## src/rtl/guard_rst_sequencer_pkg.sv

```systemverilog
// Shared types for the guard reset sequencer: FSM state encoding, counter type, cause record.
package guard_rst_sequencer_pkg;

   localparam int unsigned SeqCntWidth = 16;

   typedef enum logic [2:0] {
      StIdle,
      StIsolate,
      StReset,
      StSettle,
      StClear,
      StCooldown
   } seq_state_e;

   typedef logic [SeqCntWidth-1:0] seq_cnt_t;

   // Packed so that bit0 = wr and bit1 = rd when driven straight onto cause_o.
   typedef struct packed {
      logic rd;
      logic wr;
   } cause_t;

   function automatic logic any_req(input cause_t c);
      return c.rd | c.wr;
   endfunction

endpackage

```

## src/rtl/seq_down_counter.sv

```systemverilog
// Loadable down counter that stops at zero. Loads of zero are raised to one so a
// loaded count always spans at least one cycle; done flags the last counted cycle.
module seq_down_counter #(
   parameter int unsigned Width = 16
) (
   input  logic             clk,
   input  logic             rst_n,
   input  logic             load,
   input  logic [Width-1:0] load_val,
   input  logic             dec,
   output logic             done
);

   localparam logic [Width-1:0] One = {{(Width-1){1'b0}}, 1'b1};

   logic [Width-1:0] count;
   logic [Width-1:0] count_next;

   // Next count: load takes priority over decrement, decrement never wraps below zero.
   always_comb begin
      count_next = count;
      if (load) begin
         count_next = (load_val == '0) ? One : load_val;
      end else if (dec && (count != '0)) begin
         count_next = count - One;
      end
   end

   // Count register.
   always_ff @(posedge clk or negedge rst_n) begin
      if (!rst_n) begin
         count <= '0;
      end else begin
         count <= count_next;
      end
   end

   assign done = (count <= One);

endmodule

```

## src/rtl/guard_rst_sequencer.sv

```systemverilog
// guard_rst_sequencer: after a guard timeout, isolates the slave port, waits for drain,
// pulses the slave reset, lets it settle, then clears both guards and owns the guard irq.
// Optional feature: define GUARD_RST_SEQ_DRAIN_TIMEOUT_EN to bound the drain wait in
// ISOLATE and add the sticky drain_to_o status output.
module guard_rst_sequencer
   import guard_rst_sequencer_pkg::*;
#(
   parameter int unsigned CntWidth     = 16,
   parameter int unsigned DrainTimeout = 1024,
   parameter int unsigned SettleCycles = 4
) (
   input  logic                clk_i,
   input  logic                rst_ni,
   input  logic                wr_reset_req_i,
   input  logic                rd_reset_req_i,
   input  logic                isolated_i,
   input  logic [CntWidth-1:0] rst_hold_i,
   input  logic                irq_ack_i,
   output logic                isolate_o,
   output logic                slv_rst_no,
   output logic                reset_clear_o,
   output logic                irq_o,
   output logic [1:0]          cause_o,
   output logic                busy_o
`ifdef GUARD_RST_SEQ_DRAIN_TIMEOUT_EN
   ,
   output logic                drain_to_o
`endif
);

   if (SettleCycles < 1 || DrainTimeout < 2) begin : gen_cfg_check
      $error("guard_rst_sequencer: SettleCycles must be >= 1 and DrainTimeout >= 2");
   end

   localparam logic [CntWidth-1:0] SettleLoad = CntWidth'(SettleCycles);

   seq_state_e          state;
   seq_state_e          state_next;
   cause_t              req;
   cause_t              cause;
   cause_t              cause_next;
   logic                irq;
   logic                irq_next;
   logic                start;
   logic                go_reset;
   logic                hold_load;
   logic                hold_dec;
   logic                hold_done;
   logic [CntWidth-1:0] hold_load_val;

   assign req.wr = wr_reset_req_i;
   assign req.rd = rd_reset_req_i;

   // A new sequence only starts from IDLE; COOLDOWN deliberately ignores the stale request.
   assign start = (state == StIdle) && any_req(req);

   // One counter serves both the RESET hold and the SETTLE wait. rst_hold_i is sampled only
   // on the ISOLATE->RESET edge; SettleCycles is loaded as RESET finishes.
   assign hold_load     = ((state == StIsolate) && go_reset) || ((state == StReset) && hold_done);
   assign hold_load_val = (state == StReset) ? SettleLoad : rst_hold_i;
   assign hold_dec      = (state == StReset) || (state == StSettle);

   seq_down_counter #(
      .Width (CntWidth)
   ) u_hold_cnt (
      .clk      (clk_i),
      .rst_n    (rst_ni),
      .load     (hold_load),
      .load_val (hold_load_val),
      .dec      (hold_dec),
      .done     (hold_done)
   );

`ifdef GUARD_RST_SEQ_DRAIN_TIMEOUT_EN
   localparam logic [CntWidth-1:0] DrainLoad = CntWidth'(DrainTimeout);

   logic drain_done;
   logic drain_expired;
   logic drain_to;
   logic drain_to_next;

   seq_down_counter #(
      .Width (CntWidth)
   ) u_drain_cnt (
      .clk      (clk_i),
      .rst_n    (rst_ni),
      .load     (start),
      .load_val (DrainLoad),
      .dec      (state == StIsolate),
      .done     (drain_done)
   );

   // Loaded with DrainTimeout on ISOLATE entry, so done marks the DrainTimeout-th ISOLATE cycle.
   assign drain_expired = (state == StIsolate) && drain_done;
   assign go_reset      = isolated_i || drain_expired;

   // Sticky drain timeout flag; a new timeout wins over a coincident acknowledge.
   always_comb begin
      drain_to_next = irq_ack_i ? 1'b0 : drain_to;
      if (drain_expired && !isolated_i) begin
         drain_to_next = 1'b1;
      end
   end

   // Drain timeout status register.
   always_ff @(posedge clk_i or negedge rst_ni) begin
      if (!rst_ni) begin
         drain_to <= 1'b0;
      end else begin
         drain_to <= drain_to_next;
      end
   end

   assign drain_to_o = drain_to;
`else
   assign go_reset = isolated_i;
`endif

   // FSM state register.
   always_ff @(posedge clk_i or negedge rst_ni) begin
      if (!rst_ni) begin
         state <= StIdle;
      end else begin
         state <= state_next;
      end
   end

   // FSM next-state logic.
   always_comb begin
      state_next = state;
      unique case (state)
         StIdle:     if (start)     state_next = StIsolate;
         StIsolate:  if (go_reset)  state_next = StReset;
         StReset:    if (hold_done) state_next = StSettle;
         StSettle:   if (hold_done) state_next = StClear;
         StClear:    state_next = StCooldown;
         StCooldown: state_next = StIdle;
         default:    state_next = StIdle;
      endcase
   end

   // FSM outputs, decoded purely from state so an async reset clears them at once.
   always_comb begin
      isolate_o     = 1'b0;
      slv_rst_no    = 1'b1;
      reset_clear_o = 1'b0;
      busy_o        = (state != StIdle);
      unique case (state)
         StIdle:     ;
         StIsolate:  isolate_o = 1'b1;
         StReset: begin
            isolate_o  = 1'b1;
            slv_rst_no = 1'b0;
         end
         StSettle:   isolate_o = 1'b1;
         StClear: begin
            isolate_o     = 1'b1;
            reset_clear_o = 1'b1;
         end
         StCooldown: ;
         default:    ;
      endcase
   end

   // Sticky irq and cause: requests are accumulated in every state, irq is raised when a
   // sequence starts, and a set in the same cycle as the acknowledge wins.
   always_comb begin
      irq_next   = irq_ack_i ? 1'b0 : irq;
      cause_next = irq_ack_i ? cause_t'(2'b00) : cause;
      cause_next = cause_next | req;
      if (start) begin
         irq_next = 1'b1;
      end
   end

   // irq and cause registers.
   always_ff @(posedge clk_i or negedge rst_ni) begin
      if (!rst_ni) begin
         irq   <= 1'b0;
         cause <= cause_t'(2'b00);
      end else begin
         irq   <= irq_next;
         cause <= cause_next;
      end
   end

   assign irq_o   = irq;
   assign cause_o = cause;

endmodule
```

## config.mk

```make
export PLATFORM = sky130hd
export DESIGN_NAME = guard_rst_sequencer
export DESIGN_NICKNAME = d
export VERILOG_FILES = /design/src/rtl/guard_rst_sequencer_pkg.sv /design/src/rtl/seq_down_counter.sv /design/src/rtl/guard_rst_sequencer.sv
export SDC_FILE = /design/constraint.sdc
export NUM_CORES = 1
export LEC_CHECK = 0
export CORE_MARGIN = 10
export CORE_UTILIZATION = 49
export CTS_BUF_LIST = sky130_fd_sc_hd__clkbuf_2
export DETAILED_ROUTE_END_ITERATION = 10
export GPL_TIMING_DRIVEN = 0
export PLACE_DENSITY = 0.72
export SLEW_MARGIN = 30
export SYNTH_ARGS = -nofsm -noshare
export SYNTH_HDL_FRONTEND = slang
export SYNTH_SLANG_ARGS = --single-unit
```

## constraint.sdc

```tcl
create_clock -name clk_i -period 4.8 [get_ports clk_i]
set_input_delay 0.72 -clock clk_i [delete_from_list [all_inputs] [get_ports clk_i]]
set_output_delay 0.72 -clock clk_i [all_outputs]
set_load 0.03 [all_outputs]
```

==> flow_summary.yaml, run 1 <==
floorplan:
  die_x_um: 75.5
  start_util: 0.502
  fp.dieArea_um2: 5700
  io_pins: 29
  die_y_um: 75.5
  core_area_um2: 3000
  row_count: 20
final_layout:
  fill_cells: 282
  final_cell_mix: "clkdlybuf4s50_1 (27), dfrtp_1 (22), nor2_1 (20), nand2_1 (18), a21oi_1 (9)"
  multi_input_area_um2: 898
  utilization: 0.614
  syn_to_final_growth_pct: 22.2
  final_common_cell: "clkdlybuf4s50_1"
  final_nets: 228
  drive_gt1_frac: 0.0990
  antennaDiodeCount: 0
  final-seq-area_um2: 551
timing:
  clock_skew_ps: 10.4
  hold_viol: 0
  fmax_ghz: 0.347
  drv_slew: 0
  fin_crit_ps: 2880
  relSlewSlack: 0.645
  post-route-period-util: 0.600
  tightest_slew_ps: 528
  setup-violations-final: 0
  rsz0062_at_grt: "false"
  setup_tns_ps: 0
critical_path:
  crit_required_ps: 4080
  crit_type: "flip-flop to primary output"
  worst_setup_path_end_kind: "primary output"
  r2r_setup_slack_ps: 2440
  startpoint: "state[1]"
  r2r_start: "u_hold_cnt.count[11]"
  crit_fanout: 9
  cp-start-kind: "flip-flop"
  crit_arrival_ps: 2160
routing:
  ant_nets: 0
  firstDrtPassIters: 4
  dr_total_vias: 1448
  vias_per_cell: 6.16
  drc: 0
  first_iter_violations: 68
  wl_per_cell_um: 17.3
  routed_wl_um: 4080
placed_design:
  hpwl_um: 3150
  port_buffers: 28
  gp_congestion: 0.857
logic_synthesis:
  syn-num-nets: 195
  synth_area_um2: 1510
  synthCells: 170
  synth.avg_cell_area_um2: 8.88
  netlist.area_leader.share: 0.365
  ys_types: 52
  seq_area_frac_synth: 0.365
  synthArstFlopShare: 1.00
  ys_seq_elements: 22
  yosys_most_used_dff: "dfrtp_1"
  synth_top_area_cell: "dfrtp_1"
  yosys-top-cells-area: "dfrtp_1 (36%), nor2_1 (5.0%), nand2_1 (4.5%), nor4_1 (3.3%), a21oi_1 (3.0%)"
  yosysWarningCount: 0
  synth_edf_count: 0
clock_network:
  hold_buffers: 0
  clk_latency_ps: 340
  cts_resized: 0
  cts_buffer_depth: 2
  htree_num_levels: 1
  clk_pin_slew_worst_paths_ps: 220
  root_buffer: "clkbuf_2"
  cts_setup_buffers: 0
  cts_made_buffers: 3
  cts_sinks: 22
  cts_tree: "yes"
grt:
  grt_max_degree: 23
  grt_overflow: 0
  antenna_found_initial: 0
  grt_pass1_wl_um: 6910
  grt_use_total: 0.154
  grt_pass1_vias: 1478
power:
  ir_drop_uv: 203
  p_leak_nw: 0.746
  powerDensity_nw_per_um2: 440
min_path:
  min_path_type: "input pin to asynchronous set/reset pin"
run:
  drv_cap: 0
run_status:
  status: "complete, no violations"
[metal layers]
layer  GRT usage  wire [µm]  up-vias
li1            -          -      696
met4      0.0495         53        0
met1       0.183       1770      702
met5           0          0        -
met3      0.0313        253        7
met2       0.271       2000       43
[cell usage after synthesis (all sizes together), types with 2 or more instances]
cell / number
and2: 2
and3: 2
nand4: 3
nand2b: 3
or3: 3
a32o: 3
a2bb2oi: 2
a21oi: 10
nand3: 2
a21o: 5
o2bb2ai: 2
xnor2: 5
o31ai: 2
xor2: 2
nand2: 18
nor2: 21
nor4: 10
mux2i: 2
inv: 5
nor3: 6
a211oi: 3
or4: 4
dfrtp: 22
clkbuf: 4
ha: 3
o21ai: 7
buf: 4
[sequential cells by signal (all words and copies together) (netlist names)]
register	count
cause_o	2
irq_o	1
state	3
u_hold_cnt.count	16
[path summary, 6_finish.rpt]
check	endpoint	depth (start not counted)
setup / recovery	slv_rst_no	5
hold / removal	state[2]	1
max in group asynchronous	state[1]	1
hold reg to reg	cause_o[1]	1
min in group clk_i	cause_o[1]	1
setup reg to reg	u_hold_cnt.count[15]	6
[report_power, final]
group	total (W)	switching [W]	internal, W
combinational	0.000383	0.000209	0.000174
clock	0.0000769	0.0000588	0.0000181
sequential	0.000351	0.0000975	0.000254
total	0.000812	0.000365	0.000446
[layout make-up]
cell class                      instances  share of cell area
Buffer                                  8              0.0224
Multi-Input combinational cell        135               0.487
Inverter                                5              0.0102
Clock buffer                            3             0.00814
Clock inverter                          1             0.00204
Timing Repair Buffer                   28               0.149
Sequential cell                        22               0.299
Tap cell                               33              0.0224
[kinds of logic after synthesis]
logic type,Yosys count,synth area share
buf+inv,13,0.0398
compound gates,44,0.217
mux,2,0.0133
xor+xnor,7,0.0406
simple gates,79,0.299
flops,22,0.365
fa+ha+maj,3,0.0249
[critical path, stage by stage (launching register included)]
cell             delay (ps)
dfrtp_1                 510
nand2b_1                100
clkbuf_1                330
nor2_1                  120
inv_1                    90
clkdlybuf4s50_1         670
[through the flow]
step	area, µm²	hold WS, ps	std cells	setup slack, ps	total power (W)
floorplan	1510	424	170	2850	0.000619
global placement	1830	463	231	2180	0.000716
detailed placement	1830	473	231	2130	0.000734
CTS	1840	321	235	1930	0.000810
global route	1840	303	235	1750	0.000888
finish	1840	316	235	1920	0.000812
No activity file was read; power rests on OpenSTA's default activity.
==> run 2: changes to the inputs <==
==> constraint.sdc (replaced) <==
create_clock -name clk_i -period 2.9 [get_ports clk_i]
set_input_delay 0.435 -clock clk_i [delete_from_list [all_inputs] [get_ports clk_i]]
set_output_delay 0.435 -clock clk_i [all_outputs]
set_load 0.03 [all_outputs]
==> results of run 2 <==
Same layout as run 1 (identical final DEF). Status: complete, no violations.
Main changes from that run: setup slack after placement 2130 ps -> 516 ps; setup slack after layout 1920 ps -> 307 ps; hold slack 316 ps -> 30.9 ps; register-to-register setup slack 2440 ps -> 540 ps; total power 0.000812 W -> 0.00134 W; worst IR drop on VDD 203 µV -> 335 µV
==> run 3: changes to the inputs <==
--- a/config.mk
+++ b/config.mk
@@ -5,7 +5,7 @@
 export SDC_FILE = /design/constraint.sdc
 export NUM_CORES = 1
 export LEC_CHECK = 0
-export CORE_MARGIN = 10
+export CORE_MARGIN = 3
 export CORE_UTILIZATION = 49
 export CTS_BUF_LIST = sky130_fd_sc_hd__clkbuf_2
 export DETAILED_ROUTE_END_ITERATION = 10
==> run 3 against run 2 <==
  * Clock skew grew 1.7 ps
  * Maximum frequency shrank 1.5%
  * Critical path depth is the same
  * Core utilization grew 3.1 points
  * Hold slack lost 17 ps
  * Non-clock buffer count is the same
  * Die area shrank 34%
  * Cell area shrank 0.14%
  * Flip-flop and latch count is the same
  * Setup slack lost 38 ps
  * First-iteration DRC count grew 43%
==> flow_summary.yaml, run 3 (synthesis results as in run 1) <==
routing:
  ant_nets: 0
  dr_total_vias: 1480
  vias_per_cell: 6.35
  firstDrtPassIters: 4
  routed_wl_um: 3960
  first_iter_violations: 97
  wl_per_cell_um: 17.0
  drc: 0
clock_network:
  clk_latency_ps: 340
  cts_setup_buffers: 0
  cts_made_buffers: 3
  cts_buffer_depth: 2
  root_buffer: "clkbuf_2"
  clk_pin_slew_worst_paths_ps: 210
  cts_sinks: 22
  hold_buffers: 0
  cts_resized: 0
  htree_num_levels: 1
  cts_tree: "yes"
min_path:
  min_path_type: "input pin to asynchronous set/reset pin"
final_layout:
  largest_reg_flops: 16
  antennaDiodeCount: 0
  syn_to_final_growth_pct: 22.1
  final_cell_mix: "clkdlybuf4s50_1 (27), dfrtp_1 (22), nor2_1 (20), nand2_1 (18), a21oi_1 (9)"
  drive_gt1_frac: 0.0990
  final_nets: 228
  top_register: "u_hold_cnt.count"
  final_common_cell: "clkdlybuf4s50_1"
  fin_area_um2: 1840
critical_path:
  worst_setup_path_end_kind: "primary output"
  r2r_setup_slack_ps: 580
  r2r_start: "u_hold_cnt.count[11]"
  r2r-end: "u_hold_cnt.count[15]"
  crit_fanout: 9
  crit_arrival_ps: 2200
  cp-start-kind: "flip-flop"
  crit_type: "flip-flop to primary output"
  reg2reg_depth: 6
  crit_required_ps: 2470
timing:
  clock_skew_ps: 12.2
  relSlewSlack: 0.635
  hold_viol: 0
  setup_tns_ps: 0
  tightest_slew_ps: 543
  fmax_ghz: 0.380
  setup-violations-final: 0
  drv_slew: 0
  post-route-period-util: 0.907
  fin_crit_ps: 2630
  rsz0062_at_grt: "false"
floorplan:
  fp.dieArea_um2: 3780
  row_count: 19
  die_x_um: 61.5
  io_pins: 29
  core_area_um2: 2850
  start_util: 0.529
  die_y_um: 61.5
placed_design:
  port_buffers: 28
  hpwl_um: 3050
  placed_cell_area_um2: 1820
  gp_congestion: 0.895
grt:
  grt_pass1_vias: 1366
  antenna_found_initial: 0
  grt_use_total: 0.227
  grt_overflow: 0
  grt_pass1_wl_um: 6340
  grt_max_degree: 23
power:
  powerDensity_nw_per_um2: 733
  p_leak_nw: 0.746
  ir_drop_uv: 463
run:
  drv_cap: 0
run_status:
  status: "complete, no violations"
==> run 3: cell counts in the layout (fill, tap and decap cells not counted) <==
Identical to the previous run, type by type.
==> run 3: final cells by class <==
class	instances	area, µm²
fill	265	1010
multi-input combinational	135	898
sequential	22	551
timing repair buffer	28	275
buffer	8	41.3
tap	31	38.8
inverter	5	18.8
clock buffer	3	15.0
clock inverter	1	3.75
==> run 3: how the worst max path moves through the flow <==
| stage | startpoint | end | slack, ps | depth (start not counted) |
|---|---|---|---|---|
| 6_report | state[1] | slv_rst_no | 270 | 5 |
| 5_1_grt | state[1] | slv_rst_no | 140 | 5 |
| 4_1_cts | state[1] | slv_rst_no | 260 | 5 |
| 3_5_place_dp | rst_hold_i[10] | u_hold_cnt.count[9] | 510 | 7 |
| 3_3_place_gp | isolated_i | u_hold_cnt.count[15] | 560 | 7 |
| 2_1_floorplan | u_hold_cnt.count[0] | u_hold_cnt.count[11] | 950 | 7 |
==> run 3: critical path, stage by stage (launching register included) <==
cell and delay [ps]:
dfrtp_1 520, nand2b_1 110, clkbuf_1 330, nor2_1 140, inv_1 100, clkdlybuf4s50_1 670
==> run 3: metal layers <==
metal	global-route usage	share of wire
met5	0	0
met3	0.0335	0.067
met1	0.302	0.45
met2	0.372	0.47
met4	0.0818	0.014
==> run 3: power breakdown <==
part | leakage [nW] | switching (W) | total [W] | internal (W)
clock | 0.0140 | 0.0000949 | 0.000125 | 0.0000300
combinational | 0.463 | 0.000359 | 0.000649 | 0.000290
sequential | 0.268 | 0.000156 | 0.000576 | 0.000420
==> run 3: stage by stage <==
stage | power, W | setup slack [ps] | instances | util | hold slack (ps)
final | 0.00135 | 269 | 233 | 0.646 | 14.4
after global routing | 0.00146 | 140 | 233 | 0.646 | 20.4
after CTS | 0.00135 | 261 | 233 | 0.646 | 10.2
after detailed placement | 0.00123 | 514 | 229 | 0.639 | 427
after global placement | 0.00119 | 564 | 229 | 0.641 | 457
after floorplan | 0.00102 | 947 | 170 | - | 139
==> RTL edit 1: new RTL, config.mk and constraints of run 2 <==
Set the parameter `CntWidth` to 18 (it was 16).
--- a/src/rtl/guard_rst_sequencer.sv
+++ b/src/rtl/guard_rst_sequencer.sv
@@ -5,7 +5,7 @@
 module guard_rst_sequencer
    import guard_rst_sequencer_pkg::*;
 #(
-   parameter int unsigned CntWidth     = 16,
+   parameter int unsigned CntWidth     = 18,
    parameter int unsigned DrainTimeout = 1024,
    parameter int unsigned SettleCycles = 4
 ) (
Interface: changed (resized rst_hold_i); port bits go from 29 to 31. No check against the original RTL was run, so the function may have changed too.
==> RTL edit 1 against run 2 <==
Sequential cell count up 2; sequential power up 8.9%; routed wire length up 21%; highest routed layer unchanged; synthesized area up 8.0%; core utilization up 2.4 points; design area up 8.2%; critical endpoint unchanged; global-route usage up 0.43 points; power up 4.0%; setup slack worse by 0.047 ns.
==> RTL edit 1: results (changes against run 2) <==
status -> completed
Filler Cell Count -> 289 (+2.5%)
Routed met2 length -> 2.37 mm (+19%)
fin cells -> 261 (+11%)
Synth Area in XOR/XNOR -> 4.83% (+0.77 points)
sequential cells -> 24 (+9.1%)
met1 Resource Use GR -> 20.6% (+2.3 points)
Largest register FFs -> 18 (+2)
Max clock buf depth -> 2 (unchanged)
YS warnings -> 0 (unchanged)
largest fanout on the critical path -> 9 (unchanged)
bufs w/o clock -> 42 (+17%)
multi-input gates -> 143 (+5.9%)
number of vias per cell -> 6.52 (+5.8%)
crit path launch -> state[1]$_DFFE_PN0P_
Synth Flop Type -> dfrtp_1
top cells by area, synth -> dfrtp_1, nor3_1, nor4_1, nor2_1, xor2_1
CP max stage delay -> 0.68 ns
fraction of area in multi-input gates -> 47.8% (-0.94 points)
Post-CTS Setup Bufs -> 0 (unchanged)
M2 GR Usage -> 26.7% (-0.40 points)
adder-cell area share of the yosys netlist -> 2.30% (-0.19 points)
buffering overhead -> 17.7% (+0.52 points)
P_leak -> 0.795 nW (+6.6%)
ClkCell Share -> 0.752% (-0.27 points)
M1 WL -> 2.18 mm (+23%)
port bufs -> 30 (+7.1%)
FF+latch area -> 601 um2 (+9.1%)
Layout Nets -> 246 (+7.9%)
VDD IR max -> 435 uV (+30%)
area growth from synthesis to layout -> 22.4%
global-route wire length before repair -> 8.06 mm (+17%)
actual slew at the worst max-slew pin -> 0.979 ns (+0.451 ns)
largest net degree at the start of global routing -> 25 (+8.7%)
Clock Latency Late Sink -> 0.36 ns (+0.02 ns)
Compound-Gate Fraction of Synth Area -> 22.9% (+1.2 points)
dpl hpwl -> 3.70 mm (+18%)
Syn Nets -> 211 (+8.2%)
post-synthesis mux area share -> 0% (-1.3 points)
Core Rows -> 20 (unchanged)
Setup Skew -> 0.0152 ns (+0.00480 ns)
WL/cell -> 18.9 um (+9.1%)
Placer Congestion -> 0.887 (+3.6%)
met3 usage -> 2.30% (-0.82 points)
met3 WL post-DR -> 340 um (+34%)
number of diodes -> 0 (unchanged)
Post-DP Area -> 1980 um2 (+8.5%)
Syn Inst Count -> 184 (+8.2%)
most frequent cells after synthesis -> dfrtp_1, nor2_1, nor3_1
Distinct cells, synth -> 53 (+1.9%)
Critical Path AT -> 2.20 ns (+0.04 ns)
layout cells sized above 1 -> 9.22% (-0.68 points)
sequential element share of the synthesized area -> 36.8% (+0.35 points)
1st-pass router iterations -> 4 (unchanged)
initial DRC count -> 185 (+170%)
Place WS -> 0.370 ns (-0.146 ns)
number of global-route vias before repair -> 1625 (+9.9%)
GR Overflow Total -> 0 (unchanged)
clkbuf count -> 3 (unchanged)
GRT Overall Usage -> 15.9% (+0.43 points)
[RTL edit 1: changes by cell type after synthesis, sizes merged, moves of 4 or more]
| cell | run 2 | this run |
|---|---|---|
| nor3 | 6 | 13 |
| nand2 | 18 | 10 |
| nand3 | 2 | 8 |
| a31oi | 0 | 4 |
| nor2 | 21 | 14 |
| a21oi | 10 | 4 |
[RTL edit 1: power by group]
| group | switching (mW) | internal [mW] |
|---|---|---|
| Clock | 0.104 | 0.0281 |
| Sequential | 0.171 | 0.464 |
| Combinational | 0.333 | 0.297 |
[RTL edit 1: final timing paths]
check	to	slack, ns	cells past startpoint
min reg2reg	cause_o[1]$_DFF_PN0_	0.51	1
max	slv_rst_no	0.26	5
max reg2reg	u_hold_cnt.count[16]$_DFFE_PN0P_	0.30	8
min	u_hold_cnt.count[8]$_DFFE_PN0P_	0.03	1
max in group asynchronous	u_hold_cnt.count[5]$_DFFE_PN0P_	2.49	1
min in group clk_i	cause_o[1]$_DFF_PN0_	0.51	1
==> RTL edit 2: new RTL, config.mk and constraints of run 2 <==
Without the edit above. The 6 states of `seq_state_e` get a one-hot encoding in 6 bits.
--- a/src/rtl/guard_rst_sequencer_pkg.sv
+++ b/src/rtl/guard_rst_sequencer_pkg.sv
@@ -3,13 +3,13 @@
 
    localparam int unsigned SeqCntWidth = 16;
 
-   typedef enum logic [2:0] {
-      StIdle,
-      StIsolate,
-      StReset,
-      StSettle,
-      StClear,
-      StCooldown
+   typedef enum logic [5:0] {
+      StIdle     = 6'b000001,
+      StIsolate  = 6'b000010,
+      StReset    = 6'b000100,
+      StSettle   = 6'b001000,
+      StClear    = 6'b010000,
+      StCooldown = 6'b100000
    } seq_state_e;
 
    typedef logic [SeqCntWidth-1:0] seq_cnt_t;
Formal check against the unedited RTL: same outputs for any inputs over 10 cycles, from zero or initial values and one cycle with rst_ni low; not proved beyond that.
==> RTL edit 2 against run 2 <==
The flow now finishes with violations (negative hold slack); power rose by 11%; first-iteration DRC count rose by 110%; core utilization fell by 0.16 points; hold slack got worse by 0.035 ns; setup slack got worse by 0.15 ns; design area rose by 9.1%; routed wire length rose by 17%; combinational power rose by 14%; register-to-register slack improved by 0.07 ns; largest cell class unchanged; synthesized area rose by 9.5%; maximum frequency fell by 5.4%; sequential cell count rose by 3.
==> RTL edit 2: results (changes against run 2) <==
GRT Overall Usage -> 15.3% (-0.087 points)
clkbuf count -> 4 (+1)
Filler Cell Count -> 292 (+3.5%)
global-route wire length before repair -> 7.79 mm (+13%)
Distinct cells, synth -> 58 (+12%)
met3 WL post-DR -> 400 um (+58%)
adder-cell area share of the yosys netlist -> 2.27% (-0.21 points)
endpoints failing hold -> 2 (+2)
initial DRC count -> 142 (+110%)
Synth Area in XOR/XNOR -> 1.06% (-3.0 points)
fraction of area in multi-input gates -> 48.6% (-0.14 points)
failing checks -> negative hold slack
ClkCell Share -> 0.995% (-0.023 points)
status -> finished, violations left
Inst Count DP -> 252 (+9.1%)
vias -> 1598 (+10%)
P_leak -> 0.791 nW (+6.0%)
largest fanout on the critical path -> 7 (-2)
Layout Nets -> 236 (+3.5%)
Clk pwr share -> 10.2% (+0.7 points)
hold slack -> -0.00370 ns (-0.0346 ns)
Worst-path clk slew -> 0.27 ns (+0.05 ns)
number of global-route vias before repair -> 1619 (+9.5%)
buffering overhead -> 15.1% (-2.1 points)
Syn Nets -> 203 (+4.1%)
sequential element share of the synthesized area -> 38.0% (+1.5 points)
VDD IR max -> 353 uV (+5.2%)
dpl hpwl -> 3.66 mm (+16%)
R2R Path Start -> u_hold_cnt.count[7]$_DFFE_PN0P_
Placer Congestion -> 0.884 (+3.2%)
relative slew slack -> 56.7% (-7.7 points)
Non-clock inverters -> 7 (+2)
Setup Skew -> 0.0279 ns (+0.0175 ns)
number of vias per cell -> 6.24 (+1.3%)
M1 WL -> 1.99 mm (+13%)
FF+latch area -> 627 um2 (+14%)
register bit total from synthesis -> 25 (+14%)
Core Area -> 3280 um2 (+9.4%)
multi-input logic area -> 977 um2 (+8.8%)
Critical Path AT -> 2.31 ns (+0.15 ns)
Clock Latency Late Sink -> 0.38 ns (+0.04 ns)
top cells by area, synth -> dfrtp_1, nor3_1, nor2_1, and3_1, a211oi_1
multi-input gates -> 142 (+5.2%)
Routed met2 length -> 2.30 mm (+15%)
Place WS -> 0.444 ns (-0.0715 ns)
[RTL edit 2: worst paths after layout]
| kind | slack, ns | endpoint | depth (start not counted) |
|---|---|---|---|
| worst max register to register | 0.61 | u_hold_cnt.count[0]$_DFFE_PN0P_ | 5 |
| min in group clk_i | 0.51 | cause_o[1]$_DFF_PN0_ | 1 |
| worst max-delay path | 0.16 | slv_rst_no | 4 |
| worst min register to register | 0.51 | cause_o[1]$_DFF_PN0_ | 1 |
| worst min-delay path | -0.004 | u_hold_cnt.count[1]$_DFFE_PN0P_ | 1 |
| max in group asynchronous | 2.48 | state[0]$_DFFE_PN1P_ | 1 |
[RTL edit 2: critical path: stages (launching register included)]
cell and delay, ns:
dfrtp_1 0.47, or4_4 0.60, nor2_4 0.22, inv_2 0.07
clkdlybuf4s50_1 0.59
[RTL edit 2: layer usage]
metal,vias to the layer above,GRT usage [%]
met5,-,0
met4,0,5.73
met3,9,2.51
met2,70,25.2
met1,767,19.7
li1,752,-
